===== src/rtl/lsu_pkg.sv =====
// ============================================================================
// Module      : lsu_pkg
// Description : Shared types and RV32I funct3 encodings for the load/store
//               unit and its lane-alignment helper.
// Revision    : 1.0 - initial release
// ============================================================================
`default_nettype none

package lsu_pkg;

  typedef enum logic [1:0] {
    ST_IDLE   = 2'd0,
    ST_REQ    = 2'd1,
    ST_WAIT_R = 2'd2,
    ST_RESP   = 2'd3
  } lsu_state_e;

  typedef enum logic [1:0] {
    ERR_NONE     = 2'd0,
    ERR_MISALIGN = 2'd1,
    ERR_ILLEGAL  = 2'd2,
    ERR_TIMEOUT  = 2'd3
  } lsu_err_e;

  // Load encodings
  localparam logic [2:0] LB  = 3'b000;
  localparam logic [2:0] LH  = 3'b001;
  localparam logic [2:0] LW  = 3'b010;
  localparam logic [2:0] LBU = 3'b100;
  localparam logic [2:0] LHU = 3'b101;
  // Store encodings
  localparam logic [2:0] SB  = 3'b000;
  localparam logic [2:0] SH  = 3'b001;
  localparam logic [2:0] SW  = 3'b010;

  // True when funct3 names a real RV32I access of the given direction.
  function automatic logic funct3_legal(input logic we, input logic [2:0] f3);
    if (we) begin
      return (f3 == SB) || (f3 == SH) || (f3 == SW);
    end
    return (f3 == LB) || (f3 == LH) || (f3 == LW) || (f3 == LBU) || (f3 == LHU);
  endfunction

endpackage

`default_nettype wire


===== src/rtl/lsu_align.sv =====
// ============================================================================
// Module      : lsu_align
// Description : Purely combinational lane logic: byte enables, replicated
//               store data, misaligned/illegal detection and load-data
//               extraction with sign/zero extension.
// Revision    : 1.0 - initial release
// ============================================================================
`default_nettype none

module lsu_align
  import lsu_pkg::*;
#(
  parameter int XLEN = 32
) (
  input  logic            we_i,
  input  logic [2:0]      funct3_i,
  input  logic [1:0]      offset_i,
  input  logic [XLEN-1:0] wdata_i,
  input  logic [XLEN-1:0] rdata_i,
  output logic [3:0]      be_o,
  output logic [XLEN-1:0] wdata_o,
  output logic            misaligned_o,
  output logic            illegal_o,
  output logic [XLEN-1:0] load_data_o
);

  logic [XLEN-1:0] w_lane;

  // Store side: size decode gives enables, lane replication and alignment.
  always_comb begin
    illegal_o    = !funct3_legal(we_i, funct3_i);
    misaligned_o = 1'b0;
    be_o         = 4'b0000;
    wdata_o      = wdata_i;
    case (funct3_i[1:0])
      2'b00: begin
        be_o    = 4'b0001 << offset_i;
        wdata_o = {(XLEN/8){wdata_i[7:0]}};
      end
      2'b01: begin
        be_o         = 4'b0011 << offset_i;
        wdata_o      = {(XLEN/16){wdata_i[15:0]}};
        misaligned_o = offset_i[0];
      end
      2'b10: begin
        be_o         = 4'b1111;
        misaligned_o = (offset_i != 2'b00);
      end
      default: begin
        be_o = 4'b0000;
      end
    endcase
  end

  // Load side: shift the addressed lane down, then extend by funct3.
  always_comb begin
    w_lane      = rdata_i >> {offset_i, 3'b000};
    load_data_o = w_lane;
    case (funct3_i)
      LB:      load_data_o = {{(XLEN-8){w_lane[7]}}, w_lane[7:0]};
      LH:      load_data_o = {{(XLEN-16){w_lane[15]}}, w_lane[15:0]};
      LBU:     load_data_o = {{(XLEN-8){1'b0}}, w_lane[7:0]};
      LHU:     load_data_o = {{(XLEN-16){1'b0}}, w_lane[15:0]};
      default: load_data_o = w_lane;
    endcase
  end

endmodule

`default_nettype wire


===== src/rtl/load_store_unit.sv =====
// ============================================================================
// Module      : load_store_unit
// Description : RV32I load/store unit between the EX/MEM register and a
//               variable-latency word-addressed data bus. Stalls the pipe
//               while a transaction is outstanding and reports errors.
//               Optional bus watchdog: define LSU_TIMEOUT_EN.
// Revision    : 1.0 - initial release
// ============================================================================
`default_nettype none

module load_store_unit
  import lsu_pkg::*;
#(
  parameter int XLEN           = 32,
  parameter int TIMEOUT_CYCLES = 256
) (
  input  logic            clk,
  input  logic            rst_n,
  input  logic            req_valid_i,
  input  logic            req_we_i,
  input  logic [2:0]      req_funct3_i,
  input  logic [XLEN-1:0] req_addr_i,
  input  logic [XLEN-1:0] req_wdata_i,
  input  logic            kill_i,
  output logic            stall_o,
  output logic            done_o,
  output logic [XLEN-1:0] rdata_o,
  output logic            err_o,
  output logic [1:0]      err_code_o,
  output logic            mem_req_o,
  output logic            mem_we_o,
  output logic [XLEN-1:0] mem_addr_o,
  output logic [3:0]      mem_be_o,
  output logic [XLEN-1:0] mem_wdata_o,
  input  logic            mem_gnt_i,
  input  logic            mem_rvalid_i,
  input  logic [XLEN-1:0] mem_rdata_i
);

  lsu_state_e      state_q, state_d;
  logic            we_q, we_d;
  logic [2:0]      funct3_q, funct3_d;
  logic [1:0]      offset_q, offset_d;
  logic [XLEN-1:0] addr_q, addr_d;
  logic [3:0]      be_q, be_d;
  logic [XLEN-1:0] wdata_q, wdata_d;
  logic [XLEN-1:0] rdata_q, rdata_d;
  lsu_err_e        err_q, err_d;
  logic            kill_q, kill_d;

  logic            w_idle;
  logic            w_killed;
  logic            w_al_we;
  logic [2:0]      w_al_funct3;
  logic [1:0]      w_al_offset;
  logic [3:0]      w_be;
  logic [XLEN-1:0] w_wdata;
  logic            w_misaligned;
  logic            w_illegal;
  logic            w_load_data_ok;
  logic [XLEN-1:0] w_load_data;

`ifdef LSU_TIMEOUT_EN
  localparam int CNT_W = (TIMEOUT_CYCLES > 1) ? $clog2(TIMEOUT_CYCLES) : 1;
  logic [CNT_W-1:0] cnt_q, cnt_d;
  logic             w_expired;
  assign w_expired = (cnt_q == CNT_W'(TIMEOUT_CYCLES - 1));
`else
  logic w_unused_timeout_cfg;
  assign w_unused_timeout_cfg = ^TIMEOUT_CYCLES;
`endif

  // While idle the aligner sees the live request; afterwards the latched one,
  // so the same instance serves both store packing and load extraction.
  assign w_idle      = (state_q == ST_IDLE);
  assign w_killed    = kill_q | kill_i;
  assign w_al_we     = w_idle ? req_we_i          : we_q;
  assign w_al_funct3 = w_idle ? req_funct3_i      : funct3_q;
  assign w_al_offset = w_idle ? req_addr_i[1:0]   : offset_q;
  assign w_load_data_ok = 1'b1;

  lsu_align #(
    .XLEN (XLEN)
  ) u_align (
    .we_i         (w_al_we),
    .funct3_i     (w_al_funct3),
    .offset_i     (w_al_offset),
    .wdata_i      (req_wdata_i),
    .rdata_i      (mem_rdata_i),
    .be_o         (w_be),
    .wdata_o      (w_wdata),
    .misaligned_o (w_misaligned),
    .illegal_o    (w_illegal),
    .load_data_o  (w_load_data)
  );

  // Next-state and transaction bookkeeping.
  always_comb begin
    state_d  = state_q;
    we_d     = we_q;
    funct3_d = funct3_q;
    offset_d = offset_q;
    addr_d   = addr_q;
    be_d     = be_q;
    wdata_d  = wdata_q;
    rdata_d  = rdata_q;
    err_d    = err_q;
    kill_d   = kill_q | kill_i;
`ifdef LSU_TIMEOUT_EN
    cnt_d    = cnt_q;
`endif
    case (state_q)
      ST_IDLE: begin
        kill_d = 1'b0;
        if (req_valid_i && !kill_i) begin
          rdata_d = '0;
          err_d   = ERR_NONE;
          if (w_illegal) begin
            err_d   = ERR_ILLEGAL;
            state_d = ST_RESP;
          end else if (w_misaligned) begin
            err_d   = ERR_MISALIGN;
            state_d = ST_RESP;
          end else begin
            we_d     = req_we_i;
            funct3_d = req_funct3_i;
            offset_d = req_addr_i[1:0];
            addr_d   = {req_addr_i[XLEN-1:2], 2'b00};
            be_d     = w_be;
            wdata_d  = w_wdata;
            state_d  = ST_REQ;
`ifdef LSU_TIMEOUT_EN
            cnt_d    = '0;
`endif
          end
        end
      end
      ST_REQ: begin
        if (mem_gnt_i) begin
          if (we_q) begin
            state_d = w_killed ? ST_IDLE : ST_RESP;
          end else begin
            state_d = ST_WAIT_R;
`ifdef LSU_TIMEOUT_EN
            cnt_d   = '0;
`endif
          end
`ifdef LSU_TIMEOUT_EN
        end else if (w_expired) begin
          err_d   = ERR_TIMEOUT;
          state_d = w_killed ? ST_IDLE : ST_RESP;
        end else begin
          cnt_d = cnt_q + 1'b1;
`endif
        end
      end
      ST_WAIT_R: begin
        if (mem_rvalid_i && w_load_data_ok) begin
          rdata_d = w_load_data;
          state_d = w_killed ? ST_IDLE : ST_RESP;
`ifdef LSU_TIMEOUT_EN
        end else if (w_expired) begin
          err_d   = ERR_TIMEOUT;
          state_d = w_killed ? ST_IDLE : ST_RESP;
        end else begin
          cnt_d = cnt_q + 1'b1;
`endif
        end
      end
      ST_RESP: begin
        state_d = ST_IDLE;
      end
      default: begin
        state_d = ST_IDLE;
      end
    endcase
  end

  // State and transaction registers; reset abandons any bus transfer.
  always_ff @(posedge clk or negedge rst_n) begin
    if (!rst_n) begin
      state_q  <= ST_IDLE;
      we_q     <= 1'b0;
      funct3_q <= 3'b000;
      offset_q <= 2'b00;
      addr_q   <= '0;
      be_q     <= 4'b0000;
      wdata_q  <= '0;
      rdata_q  <= '0;
      err_q    <= ERR_NONE;
      kill_q   <= 1'b0;
`ifdef LSU_TIMEOUT_EN
      cnt_q    <= '0;
`endif
    end else begin
      state_q  <= state_d;
      we_q     <= we_d;
      funct3_q <= funct3_d;
      offset_q <= offset_d;
      addr_q   <= addr_d;
      be_q     <= be_d;
      wdata_q  <= wdata_d;
      rdata_q  <= rdata_d;
      err_q    <= err_d;
      kill_q   <= kill_d;
`ifdef LSU_TIMEOUT_EN
      cnt_q    <= cnt_d;
`endif
    end
  end

  // Bus side only shows the latched transfer while it is being requested.
  assign mem_req_o   = (state_q == ST_REQ);
  assign mem_we_o    = mem_req_o & we_q;
  assign mem_addr_o  = mem_req_o ? addr_q  : '0;
  assign mem_be_o    = mem_req_o ? be_q    : 4'b0000;
  assign mem_wdata_o = mem_req_o ? wdata_q : '0;

  // Pipeline side: a flush in the response cycle still swallows completion.
  assign done_o      = (state_q == ST_RESP) && !kill_q && !kill_i;
  assign stall_o     = req_valid_i && !done_o;
  assign rdata_o     = done_o ? rdata_q : '0;
  assign err_o       = done_o && (err_q != ERR_NONE);
  assign err_code_o  = done_o ? err_q : ERR_NONE;

endmodule

`default_nettype wire


===== config.mk =====
export PLATFORM = sky130hd
export DESIGN_NAME = load_store_unit
export DESIGN_NICKNAME = d
export VERILOG_FILES = /design/src/rtl/lsu_pkg.sv /design/src/rtl/lsu_align.sv /design/src/rtl/load_store_unit.sv
export SDC_FILE = /design/constraint.sdc
export NUM_CORES = 1
export LEC_CHECK = 0
export ABC_AREA = 1
export CORE_UTILIZATION = 50
export CTS_CLUSTER_SIZE = 20
export DETAILED_ROUTE_END_ITERATION = 12
export PLACE_DENSITY = 0.83
export SETUP_SLACK_MARGIN = 0.15
export SLEW_MARGIN = 0
export SYNTH_ARGS = -nofsm -noshare
export SYNTH_HDL_FRONTEND = slang
export SYNTH_SLANG_ARGS = --single-unit

===== constraint.sdc =====
create_clock -name clk -period 6.63 [get_ports clk]
set_input_delay 1.326 -clock clk [delete_from_list [all_inputs] [get_ports clk]]
set_output_delay 1.326 -clock clk [all_outputs]
set_load 0.01 [all_outputs]

==> qor.txt <==
status: finished clean
# DRC: 0
Crit Path Category: in2out
RR Endpoint: addr_q[3]$_DFFE_PN0P_
antenna cells: 0
CTS tree: done
Initial Util: 0.5130
Post-Place Setup Slack: 1.470 ns
largest net degree at the start of global routing: 67
fin util: 0.7004
area delta synth->final: 36.53%
initial antenna violation count: 0
row count: 41
Hold EP: addr_q[28]$_DFFE_PN0P_
count of different cell masters after synthesis: 31
mean number of vias per cell: 4.943
Worst-path clk slew: 0.07 ns
delay-heaviest family, CP: buffers and inverters
total via count in the routed design: 6455
full die area: 13410 µm²
commonest non-fill, non-tap cell in the layout: nand2_1
unrepaired setup endpoints after global routing: no
Hold Fails Final Rpt: 0
Inserted Clock Buffers: 9
Post-Syn Area per Cell: 6.800 µm²
crit-path max FO: 35
Max Clk Rate: 194.5 MHz
WP buf/inv: 4
Chip Height: 115.8 µm
top-area cell type share of the netlist area: 0.4213
placeable core area: 12620 µm²
WL per Instance: 13.76 µm
drt initial violations: 386
post-synthesis cell count: 952
Bufs on Longest Clock Path: 2
all-layer global routing usage: 0.2759
Slew @ Worst Pin: 1.089 ns
IO Pins: 213
clock skew: 0.007238 ns
Setup TNS Final: 0 ns
Layout fillers: 1057
global-route wire length before repair: 28610 µm
Post-DRT Antenna Nets: 0
CTS sink cnt: 109
hold depth: 2
Nets: 1238
gr ovfl total: 0
Critical Path, Cell by Cell: clkdlybuf4s50_1 -> nor2_1 -> inv_1 -> nor2_1 -> clkinv_1 -> nor2_1 -> clkdlybuf4s50_1
DIE WIDTH: 115.8 µm
final setup violating endpoints: 0
reg2reg start: state_q[1]$_DFFE_PN0P_
CP Capture Type: output pin
register area share after synthesis: 0.4213
post-DP HPWL: 12890 µm
Resize count post-CTS: 0
Synth area leader: dfrtp_1
critical path's slowest cell: clkinv_1
r2r setup slk: 2.31 ns
Clock Root Buffer: clkbuf_16
RePlAce Congestion: 0.9107
drt first pass iters: 5
Final min period: 5.142 ns
worst path required time: 5.30 ns
# port buffers: 210
Max Cap Viol: 0
Hold Path Class: reg2reg
most frequent cells in the layout: nand2_1 (344), clkdlybuf4s50_1 (209), inv_1 (144)
cts hold-fix bufs: 0
clock latency at the later pin of the worst-skew pair: 0.35 ns
total power: 3.689 mW
Ys Warns: 0
Final Max Slew Viols: 0
Final period util: 0.7756
Netlist Area Pre-Place: 6474 µm²
Fin Hold WS: 0.4788 ns
VDD IR max: 0.2020 mV
Pleak: 4.328 nW
critical path startpoint category: input pin
synthesized flop and latch total: 109
worst hold start: addr_q[28]$_DFFE_PN0P_
max-slew headroom at the worst pin: 0.2721
share of layout cells above drive strength 1: 0.06966
number of global-route vias before repair: 5902
most used cell, CP: nor2_1
post-route setup slack: 1.488 ns
Pwr per Cell Area: 417.4 nW/µm²
critical path's largest stage delay: 0.74 ns
final wirelength: 17970 µm
WP data arrival: 3.82 ns
H-tree lvl count: 3
Reg2Reg Depth: 12
Post-CTS Setup Inserts: 0
top cells by area, synth: dfrtp_1 (42%), nand2_1 (20%), inv_1 (8.3%)
power breakdown:
part / internal (mW) / switching [mW] / leakage, nW
Clock: 0.314 / 0.245 / 0.152
Sequential: 0.955 / 0.159 / 1.41
Combinational: 0.728 / 1.29 / 2.76
layer usage:
| metal | global-route usage | vias to the layer above | share of wire |
|---|---|---|---|
| li1 | - | 3218 | - |
| met5 | 0 | - | 0 |
| met2 | 0.4409 | 256 | 0.46 |
| met1 | 0.3548 | 2946 | 0.42 |
| met3 | 0.08525 | 35 | 0.091 |
| met4 | 0.09658 | 0 | 0.028 |
cells by family (layout without fill, tap and decap cells):
logic type	after synthesis	in the layout	synth area share
buf+inv	201	382	0.1351
compound gates	123	123	0.1175
flops	109	109	0.4213
other cells	1	2	0.0005793
fa+ha+maj	3	3	0.005799
simple gates	515	515	0.3197
worst max-delay path by stage:
stage | from | to | slack (ns) | depth (start not counted)
finish | kill_i | rdata_o[2] | 1.49 | 7
global route | kill_i | err_o | 1.18 | 7
CTS | kill_i | err_o | 1.46 | 7
detailed placement | kill_i | err_o | 1.47 | 7
global placement | kill_i | err_o | 1.55 | 7
floorplan | kill_i | err_code_o[0] | 2.93 | 6
synthesized netlist by cell type:
cell type	count
nand2_1	344
inv_1	144
nor2_1	113
dfrtp_1	109
o21ai_0	37
nand3_1	28
a21oi_1	27
nand2_2	23
o21ai_2	21
buf_2	18
clkbuf_1	17
o211ai_1	15
o21ai_1	9
o22ai_1	9
buf_6	8
buf_4	4
inv_2	4
buf_1	3
ha_1	3
a31oi_1	2
buf_8	2
nand3_2	2
or2_1	2
a21oi_2	1
clkinv_1	1
conb_1	1
nand2_4	1
nand3b_4	1
nor2_2	1
o211ai_2	1
o32ai_1	1
stage by stage:
stage	area (µm²)	cells
2_1_floorplan	6477	953
3_3_place_gp	8529	1290
3_5_place_dp	8529	1290
4_1_cts	8838	1306
5_1_grt	8838	1306
6_report	8838	1306
sequential cells by signal, summed over array words and instances (netlist names):
register,count
state_q,2
rdata_q,32
err_q,2
be_q,4
wdata_q,32
kill_q,1
funct3_q,3
we_q,1
addr_q,30
offset_q,2
final cells by class:
class / count / area (µm²) / area share
sequential: 109 / 2728 / 0.3086
timing repair buffer: 217 / 2152 / 0.2435
clock buffer: 11 / 252.7 / 0.02860
tap: 172 / 215.2 / 0.02435
inverter: 149 / 559.3 / 0.06328
clock inverter: 5 / 56.30 / 0.006370
multi-input combinational: 643 / 2875 / 0.3253
worst register-to-register path, cell delays in order (launching register included):
cell,delay (ns)
dfrtp_1,0.42
nor2_2,0.54
nand2_1,0.11
nand2_1,0.82
ha_1,0.37
inv_1,0.21
nand2_1,0.23
o211ai_1,0.15
a21oi_2,0.23
nand2_4,0.20
inv_2,0.69
nand2_1,0.16
nand2_1,0.12
(Power assumes the default switching activity.)
